<file path="src/rtl/poly_voice_alloc.sv">
// poly_voice_alloc: polyphonic voice allocator for parsed MIDI events.
// Note-ons go to a slot that already holds the same note, else the lowest
// free slot, else the oldest slot (stolen). Note-offs release the matching
// slot, and the sustain pedal (CC64) can keep it sounding. CC123 turns all
// notes off.
//
// Ports:
//   clk_in           audio clock
//   rst_in           asynchronous active-low reset
//   event_valid_in   event strobe
//   midi_event_in    {status, data1, data2}
//   event_ready_out  high when an event can be accepted (IDLE only)
//   voice_gate_out   per-slot gate (key held or sustained)
//   voice_trig_out   per-slot one-cycle pulse on (re)assignment
//   voice_note_out   slot i note at [7i+6:7i]
//   voice_vel_out    slot i velocity at [7i+6:7i]
//   voices_busy_out  number of gated slots
//
// Handshake: an event is consumed on a rising clk_in edge where
// event_valid_in and event_ready_out are both high. A valid that arrives
// while ready is low is dropped, not queued.
module poly_voice_alloc #(
  parameter int N_VOICES     = 8,
  parameter int AGE_BITS     = 8,
  parameter int MIDI_CHANNEL = 0,
  parameter bit OMNI         = 1'b0
) (
  input  logic                          clk_in,
  input  logic                          rst_in,
  input  logic                          event_valid_in,
  input  logic [23:0]                   midi_event_in,
  output logic                          event_ready_out,
  output logic [N_VOICES-1:0]           voice_gate_out,
  output logic [N_VOICES-1:0]           voice_trig_out,
  output logic [7*N_VOICES-1:0]         voice_note_out,
  output logic [7*N_VOICES-1:0]         voice_vel_out,
  output logic [$clog2(N_VOICES):0]     voices_busy_out
);
  localparam int IW = $clog2(N_VOICES);
  localparam int BW = IW + 1;
  localparam logic [AGE_BITS-1:0] AGE_MAX = '1;
  localparam logic [3:0] CHAN = 4'(MIDI_CHANNEL);

  // SKIP burns one cycle for events that are filtered out.
  typedef enum logic [1:0] {IDLE, SCAN, COMMIT, SKIP} state_t;

  state_t               state_q, state_d;
  logic                 ready_q, ready_d;
  logic [N_VOICES-1:0]  gate_q, gate_d, held_q, held_d, trig_q, trig_d;
  logic [6:0]           note_q [N_VOICES];
  logic [6:0]           note_d [N_VOICES];
  logic [6:0]           vel_q  [N_VOICES];
  logic [6:0]           vel_d  [N_VOICES];
  logic [AGE_BITS-1:0]  age_q  [N_VOICES];
  logic [AGE_BITS-1:0]  age_d  [N_VOICES];
  logic                 sus_q, sus_d;
  logic [BW-1:0]        busy_q, busy_d;

  // Latched event and scan bookkeeping.
  logic [6:0]           ev_note_q, ev_note_d, ev_vel_q, ev_vel_d;
  logic                 ev_on_q, ev_on_d;
  logic [IW-1:0]        idx_q, idx_d;
  logic                 match_found_q, match_found_d, free_found_q, free_found_d;
  logic [IW-1:0]        match_idx_q, match_idx_d, free_idx_q, free_idx_d;
  logic [IW-1:0]        oldest_idx_q, oldest_idx_d;
  logic [AGE_BITS-1:0]  oldest_age_q, oldest_age_d;
  logic [IW-1:0]        target;

  logic [7:0] status, d1, d2;
  logic       chan_ok;

  assign status  = midi_event_in[23:16];
  assign d1      = midi_event_in[15:8];
  assign d2      = midi_event_in[7:0];
  assign chan_ok = OMNI || (status[3:0] == CHAN);

  always_comb begin
    state_d       = state_q;
    gate_d        = gate_q;
    held_d        = held_q;
    trig_d        = '0;
    note_d        = note_q;
    vel_d         = vel_q;
    age_d         = age_q;
    sus_d         = sus_q;
    ev_note_d     = ev_note_q;
    ev_vel_d      = ev_vel_q;
    ev_on_d       = ev_on_q;
    idx_d         = idx_q;
    match_found_d = match_found_q;
    match_idx_d   = match_idx_q;
    free_found_d  = free_found_q;
    free_idx_d    = free_idx_q;
    oldest_idx_d  = oldest_idx_q;
    oldest_age_d  = oldest_age_q;
    target        = '0;

    case (state_q)
      IDLE: begin
        if (event_valid_in) begin
          if (!chan_ok) begin
            state_d = SKIP;
          end else begin
            case (status[7:4])
              4'h8, 4'h9: begin
                ev_note_d     = d1[6:0];
                ev_vel_d      = d2[6:0];
                ev_on_d       = (status[7:4] == 4'h9) && (d2 != 8'd0);
                idx_d         = '0;
                match_found_d = 1'b0;
                free_found_d  = 1'b0;
                match_idx_d   = '0;
                free_idx_d    = '0;
                oldest_idx_d  = '0;
                oldest_age_d  = '0;
                state_d       = SCAN;
              end
              4'hB: begin
                if (d1 == 8'd64) begin
                  if (d2 >= 8'd64) begin
                    sus_d = 1'b1;
                  end else begin
                    // Pedal up: anything kept alive only by sustain stops.
                    sus_d  = 1'b0;
                    gate_d = gate_q & held_q;
                  end
                end else if (d1 == 8'd123) begin
                  held_d = '0;
                  if (!sus_q) gate_d = '0;
                end
              end
              default: state_d = SKIP;
            endcase
          end
        end
      end

      SCAN: begin
        if (gate_q[idx_q] && (note_q[idx_q] == ev_note_q) && !match_found_q) begin
          match_found_d = 1'b1;
          match_idx_d   = idx_q;
        end
        if (!gate_q[idx_q] && !free_found_q) begin
          free_found_d = 1'b1;
          free_idx_d   = idx_q;
        end
        // Strict compare keeps the lowest index on equal ages.
        if (age_q[idx_q] > oldest_age_q) begin
          oldest_age_d = age_q[idx_q];
          oldest_idx_d = idx_q;
        end
        if (idx_q == IW'(N_VOICES - 1)) state_d = COMMIT;
        else                            idx_d   = idx_q + 1'b1;
      end

      COMMIT: begin
        if (ev_on_q) begin
          if (match_found_q)     target = match_idx_q;
          else if (free_found_q) target = free_idx_q;
          else                   target = oldest_idx_q;
          for (int i = 0; i < N_VOICES; i++) begin
            if (IW'(i) == target) begin
              note_d[i] = ev_note_q;
              vel_d[i]  = ev_vel_q;
              gate_d[i] = 1'b1;
              held_d[i] = 1'b1;
              age_d[i]  = '0;
              trig_d[i] = 1'b1;
            end else if (gate_q[i] && (age_q[i] != AGE_MAX)) begin
              age_d[i] = age_q[i] + 1'b1;
            end
          end
        end else if (match_found_q) begin
          held_d[match_idx_q] = 1'b0;
          if (!sus_q) gate_d[match_idx_q] = 1'b0;
        end
        state_d = IDLE;
      end

      default: state_d = IDLE;
    endcase

    ready_d = (state_d == IDLE);
    busy_d  = '0;
    for (int i = 0; i < N_VOICES; i++) busy_d = busy_d + BW'(gate_d[i]);
  end

  always_ff @(posedge clk_in or negedge rst_in) begin
    if (!rst_in) begin
      state_q       <= IDLE;
      ready_q       <= 1'b1;
      gate_q        <= '0;
      held_q        <= '0;
      trig_q        <= '0;
      sus_q         <= 1'b0;
      busy_q        <= '0;
      ev_note_q     <= '0;
      ev_vel_q      <= '0;
      ev_on_q       <= 1'b0;
      idx_q         <= '0;
      match_found_q <= 1'b0;
      match_idx_q   <= '0;
      free_found_q  <= 1'b0;
      free_idx_q    <= '0;
      oldest_idx_q  <= '0;
      oldest_age_q  <= '0;
      for (int i = 0; i < N_VOICES; i++) begin
        note_q[i] <= '0;
        vel_q[i]  <= '0;
        age_q[i]  <= '0;
      end
    end else begin
      state_q       <= state_d;
      ready_q       <= ready_d;
      gate_q        <= gate_d;
      held_q        <= held_d;
      trig_q        <= trig_d;
      sus_q         <= sus_d;
      busy_q        <= busy_d;
      ev_note_q     <= ev_note_d;
      ev_vel_q      <= ev_vel_d;
      ev_on_q       <= ev_on_d;
      idx_q         <= idx_d;
      match_found_q <= match_found_d;
      match_idx_q   <= match_idx_d;
      free_found_q  <= free_found_d;
      free_idx_q    <= free_idx_d;
      oldest_idx_q  <= oldest_idx_d;
      oldest_age_q  <= oldest_age_d;
      note_q        <= note_d;
      vel_q         <= vel_d;
      age_q         <= age_d;
    end
  end

  assign event_ready_out = ready_q;
  assign voice_gate_out  = gate_q;
  assign voice_trig_out  = trig_q;
  assign voices_busy_out = busy_q;

  for (genvar g = 0; g < N_VOICES; g++) begin : g_flat
    assign voice_note_out[7*g +: 7] = note_q[g];
    assign voice_vel_out[7*g +: 7]  = vel_q[g];
  end
endmodule

</file>
<file path="config.mk">
export PLATFORM = sky130hd
export DESIGN_NAME = poly_voice_alloc
export DESIGN_NICKNAME = d
export VERILOG_FILES = /design/src/rtl/poly_voice_alloc.sv
export SDC_FILE = /design/constraint.sdc
export NUM_CORES = 1
export LEC_CHECK = 0
export ABC_CLOCK_PERIOD_IN_PS = 3870
export CAP_MARGIN = 10
export CORE_ASPECT_RATIO = 0.6
export CORE_UTILIZATION = 40
export DETAILED_ROUTE_END_ITERATION = 6
export PLACE_DENSITY = 0.62
export SLEW_MARGIN = 20
export SYNTH_ARGS = -nofsm -noshare
export SYNTH_HDL_FRONTEND = slang
export SYNTH_SLANG_ARGS = --single-unit
export TNS_END_PERCENT = 50
</file>
<file path="constraint.sdc">
create_clock -name clk_in -period 3.87 [get_ports clk_in]
set_clock_uncertainty 0.1 [all_clocks]
set_input_delay 0.387 -clock clk_in [delete_from_list [all_inputs] [get_ports clk_in]]
set_output_delay 0.387 -clock clk_in [all_outputs]
set_load 0.03 [all_outputs]
</file>
Word-level counts from Yosys, hierarchy flattened. Cells that the tools add are included.

Output and inout bits: 133. Memory bits (read-only): 0. Logic and storage cells: 284. Latch bits: 0. RAM bits: 0. Memories kept: 0. Bits of input ports: 27. Flip-flop bits (word level): 245.

Add/subtract/negate cells: 16. Order comparisons: 6. Divide/modulo/power cells: 0. Reductions and logical operators: 62. Shifts and indexed selects: 0. Muxes and demuxes: 104. Multiply operators: 0. Equality and inequality tests: 43. Bitwise gates (word level): 5.

Operators with widths (count): 8-bit 2-to-1 mux (41); 8-bit by 1-bit adder with 8-bit output, second input constant (8); 8-bit inequality test, second input constant (8); 8-bit AND reduction (8); 8-bit case mux with 2 select lines (3); 3-bit AND reduction (16); 3-bit 2-to-1 mux (11); 1-bit 2-to-1 mux (32); 3-bit inequality test, second input constant (9); 5-bit AND reduction (5); 8-bit bitwise AND (3); 8-bit binary-select mux with 3-bit select (1); 3-bit case mux with 2 select lines (4); 7-bit binary-select mux with 3-bit select (1); 2-bit nonzero test (10); 4-bit by 1-bit adder with 4-bit output (4); 8-bit by 7-bit == test with 1-bit output, second input constant (2); 2-bit inequality test, second input constant (8); 7-bit 2-to-1 mux (2); 1-bit logical AND (13); 3-bit == test, first input constant (4); 4-bit == test, second input constant (3); 8-bit by 7-bit >= comparator with 1-bit output, second input constant (1); 8-bit greater-than comparator (1); 28 further kinds (38).

Longest topological paths before layout.
Depth after elaboration: 17. Depth in mapped cells: 17. Mapped depth without buffers: 15.

Worst setup path after synthesis. OpenSTA, ideal clock, no wires.

Path kind: input -> register. Start point: in midi_event_in[17]. End point: reg busy_q[2], in the netlist voices_busy_out[2]. Arrival: 4.054 ns. Buffers on the path: 0. Stages: 14. Slack: -0.407 ns. Required time: 3.647 ns. Library setup time: 0.123 ns. Path through: or4_4 > nor4_4 > o21ai_0 > a211o_1 > a21o_1 > fa_1 > inv_1 > fa_1 > fa_1 > inv_1 > ha_1 > inv_1 > fa_1 > xnor2_1.

Cells in the longest elaborated chain, start to end: 11.

Ends and longest elaborated chain: from (decl) (line 31) `input logic [23:0] midi_event_in,`; 4-bit logical NOT (line 75) `assign chan_ok = OMNI || (status[3:0] == CHAN);`; 8-bit 2-to-1 mux (line 101) `if (!chan_ok) begin`; 8-bit 2-to-1 mux (line 100) `if (event_valid_in) begin`; 8-bit case mux with 2 select lines (line 98) `case (state_q)`; via gate_d[0] (line 49) `logic [N_VOICES-1:0] gate_q, gate_d, held_q, held_d, trig_q, trig_d;`; 1-bit by 1-bit adder with 2-bit output (line 185) `for (int i = 0; i < N_VOICES; i++) busy_d = busy_d + BW'(gate_d[i]);`; 2-bit by 1-bit adder with 3-bit output (line 185); 3-bit by 1-bit adder with 4-bit output (line 185); 4-bit by 1-bit adder with 4-bit output (4 in series) (line 185); via busy_d[2] (line 57) `logic [BW-1:0] busy_q, busy_d;`; to (signal assigned) (line 219) `busy_q <= busy_d;`; to (decl) (line 57).

The timed path passes the listed nets, and every way through them passes these cells. A chain may end at the register's enable or synchronous reset.

Worst setup path in the final report.
Start point: in midi_event_in[17]. End point: reg busy_q[1], in the netlist voices_busy_out[1].

Same word-level chain as after synthesis.

==> run summary <==
outcome: finished with violations
failing checks: setup timing
starting density of the core: 40.9%
I/O Pins: 160
Async S/R FF share, synth: 100%
total global-route track usage: 23.1%
Post-DP HPWL: 24.5 mm
CP Cell Sequence: dlygate4sd2_1 > or4_4 > nor4_4 > o21ai_1 > a211o_1 > a21o_1 > fa_1 > inv_2 > fa_1 > fa_1 > inv_1 > ha_2 > inv_2 > fa_2 > inv_1
Sw Share: 30.6%
H-tree level count: 1
placed cells: 1539
Unique masters post-synth: 54
Power Density: 448 nW/um^2
Rows: 48
unrepaired setup endpoints after global routing: yes
worst path required time: 4.22 ns
Pint: 4730 uW
Hold Worst Slack: 0.118 ns
Final nets: 1225
worst hold path type: in -> reg
later-pin clock latency in the skew report: 0.56 ns
CP max-delay cell: fa_1
Synth Cell Area: 11900 um^2
CTS tree: done
Leakage: 0.00721 uW
Slew Viols, Final: 0
die width: 224 um
share of post-route cells with drive strength above 1: 26.0%
Worst-Margin Slew: 0.823 ns
Flop pwr share: 42.0%
Die H: 135 um
full die area: 30300 um^2
Min Clock Period, post-route: 3.97 ns
vias per cell: 5.35
Worst Slack Setup Final: -0.105 ns
EDFF count, synth: 0
global-route wire length before repair: 52.8 mm
Max Cap Viol: 0
Compound-Gate Fraction of Synth Area: 6.15%
final antenna-violating net count: 0
Tcrit/Tclk final: 103%
Area after DPL: 14200 um^2
worst-path fanout max: 2
mux contribution to synthesized area: 21.7%
Adder-Cell Fraction of Synth Area: 2.89%
Mapped Cells: 969
number of global-route vias before repair: 8250
largest family of logic cells by synthesized area: multiplexers
Final Cell Area: 15200 um^2
TritonCTS buffer count: 25
ranking of synthesized cells by area: dfrtp_1 52%, mux2_2 13%, mux4_2 4.4%
Worst setup SP type: input pin
Comb power frac: 21.6%
buffers added on ports: 159
Slew HR: 45.1%
Post-Layout Cell Count: 1589
drt initial violations: 633
syn_nets: 1021
WL/cell: 21.8 um
maximum vdd drop: 0.300 mV
cell taking the most area after synthesis: dfrtp_1
xor/xnor cell area share of the yosys netlist: 3.84%
Post-Place Worst Slack: -0.962 ns
fillers: 2592
CP Class: in -> reg
Synth top area share: 51.5%
Synth Area per Inst: 12.2 um^2
Worst EP arrival: 4.32 ns
Ys Warns: 0
total wire length: 34.6 mm
Core Footprint: 28900 um^2
total congestion overflow: 0
RePlAce Congestion: 0.933
Clock Power Share: 36.5%
Clock transition at path regs: 0.06 ns
initial antenna violation count: 0
Root Buffer: clkbuf_16
most used cell, CP: fa_1
simple-gate portion of the synthesized area: 11.0%
# diodes: 0
DRT Pass-1 Iters: 5
Yosys reg bits: 245
switching pwr: 2080 uW
Area Growth Syn to Fin: 28.1%
sequential area share after synthesis: 51.7%
Hold Vio Cnt, Final: 0
ys flop type: dfrtp_1
final setup TNS: -0.136 ns
DRC: 0
detailed-route via count: 8502
CTS Buffer Depth: 3
Sink Count: 245
largest net degree at the start of global routing: 91
Setup crit end kind: flip-flop
final setup violation count: 2
Peak Freq: 252 MHz
CP peak stage delay: 0.53 ns
[cell type report]
cell class                      instances  area (um^2)  share of cell area, %
Multi-Input combinational cell        654         5510                   36.3
Tap cell                              400          500                   3.30
Clock inverter                          7          111                  0.733
Sequential cell                       245         6130                   40.4
Clock buffer                           36          717                   4.72
Inverter                               21         78.8                  0.519
Timing Repair Buffer                  226         2140                   14.1
[placed cells by master (no fill, tap or decap), types with 3 or more instances in the layout]
cell and n:
mux2_2 134, nor2_4 3, xnor2_1 4, mux2i_1 44, nor2_2 8, fa_1 3
clkdlybuf4s50_1 147, nand2_1 65, nor2_1 73, clkinv_2 3, nand2b_1 13, inv_1 19
buf_4 61, buf_12 4, o21a_1 7, clkbuf_8 5, dfrtp_1 242, mux2_4 6
a21oi_1 13, o22ai_1 10, and3_1 24, clkbuf_1 6, o31ai_1 4, a21o_1 15
a31oi_1 18, a22oi_1 8, nand3_1 6, nor2b_1 5, nand4_1 25, xor2_1 48
and4_1 5, dlygate4sd2_1 8, mux4_2 23, o21ai_0 23, nand3b_1 4, ha_1 20
clkbuf_16 25, a211o_1 3
[flip-flops by register name (all words and copies together) (netlist names), 4 cells and up]
signal and cells:
voice_gate_out 8, ev_vel_q 7, voice_trig_out 8, voices_busy_out 4
held_q 8, voice_note_out 56, ev_note_q 7, voice_vel_out 56
age_q 64, oldest_age_q 8
[metrics by stage]
| step | utilization (%) | power [uW] |
|---|---|---|
| after floorplan | - | 3720 |
| after global placement | 49.1 | 4320 |
| after detailed placement | 49.1 | 4320 |
| after CTS | 52.3 | 6820 |
| after global routing | 52.5 | 7090 |
| final | 52.5 | 6810 |
[synthesized netlist by cell type, drive strengths merged, types with 3 or more instances]
master,instances
a211o,3
a21o,15
a21oi,14
a22oi,8
a31oi,18
and3,25
and4,5
buf,24
clkbuf,25
dfrtp,244
fa,4
ha,21
inv,21
mux2,140
mux2i,45
mux4,23
nand2,66
nand2b,14
nand3,7
nand3b,4
nand4,25
nor2,84
nor2b,6
nor4,4
o21a,7
o21ai,27
o22ai,10
o31ai,4
or2,3
xnor2,4
xor2,48
[power groups by stage]
stage / Combinational, uW / Sequential (uW) / Clock, uW
2_1_floorplan: 934 / 2780 / 0
3_3_place_gp: 1420 / 2900 / 0
3_5_place_dp: 1420 / 2900 / 0
4_1_cts: 1430 / 2850 / 2530
5_1_grt: 1570 / 2880 / 2650
6_report: 1470 / 2860 / 2480
[worst max-delay path: cells and delay by family]
| family | cells | cell delay (ns) |
|---|---|---|
| adder cells (fa/ha/maj) | 5 | 2.13 |
| AND/OR/NAND/NOR | 2 | 0.81 |
| AO/OA/AOI/OAI | 3 | 0.58 |
| buffers and inverters | 5 | 0.42 |
[what timing repair did]
| action | in CTS | in global routing |
|---|---|---|
| endpoints found under the hold margin | 74 | 0 |
| hold buffers | 1 | 0 |
| setup buffers | 5 | 1 |
| setup endpoints to repair | 3 | 3 |
| resized for setup | 35 | 9 |
| pin swaps | 16 | 9 |
| gates cloned | 0 | 0 |
[per-layer routing]
metal,track usage [%],up-vias,part of all wire (%)
li1,-,3874,-
met1,37.7,4337,52
met2,29.9,257,39
met3,6.72,34,8.3
met4,3.63,0,1.3
met5,0,-,0
[kinds of logic after synthesis]
| group | after synthesis |
|---|---|
| xor+xnor | 52 |
| flops | 245 |
| simple gates | 256 |
| buf+inv | 70 |
| compound gates | 113 |
| fa+ha+maj | 25 |
| mux | 208 |
[worst paths after layout]
| check | cells past startpoint | start | to | slack, ns |
|---|---|---|---|---|
| worst min register to register | 1 | held_q[5]$_DFFE_PN0P_ | held_q[5]$_DFFE_PN0P_ | 0.40 |
| max in group asynchronous | 3 | rst_in | age_q[6]$_DFFE_PN0P_ | 2.42 |
| min in group asynchronous | 2 | rst_in | age_q[42]$_DFFE_PN0P_ | 0.32 |
| worst max register to register | 13 | ev_on_q$_DFFE_PN0P_ | voices_busy_out[1]$_DFF_PN0_ | -0.10 |
| worst max-delay path | 15 | midi_event_in[17] | voices_busy_out[1]$_DFF_PN0_ | -0.10 |
| worst min-delay path | 2 | midi_event_in[14] | ev_note_q[6]$_DFFE_PN0P_ | 0.12 |
Power figures use the tool's default switching activity.
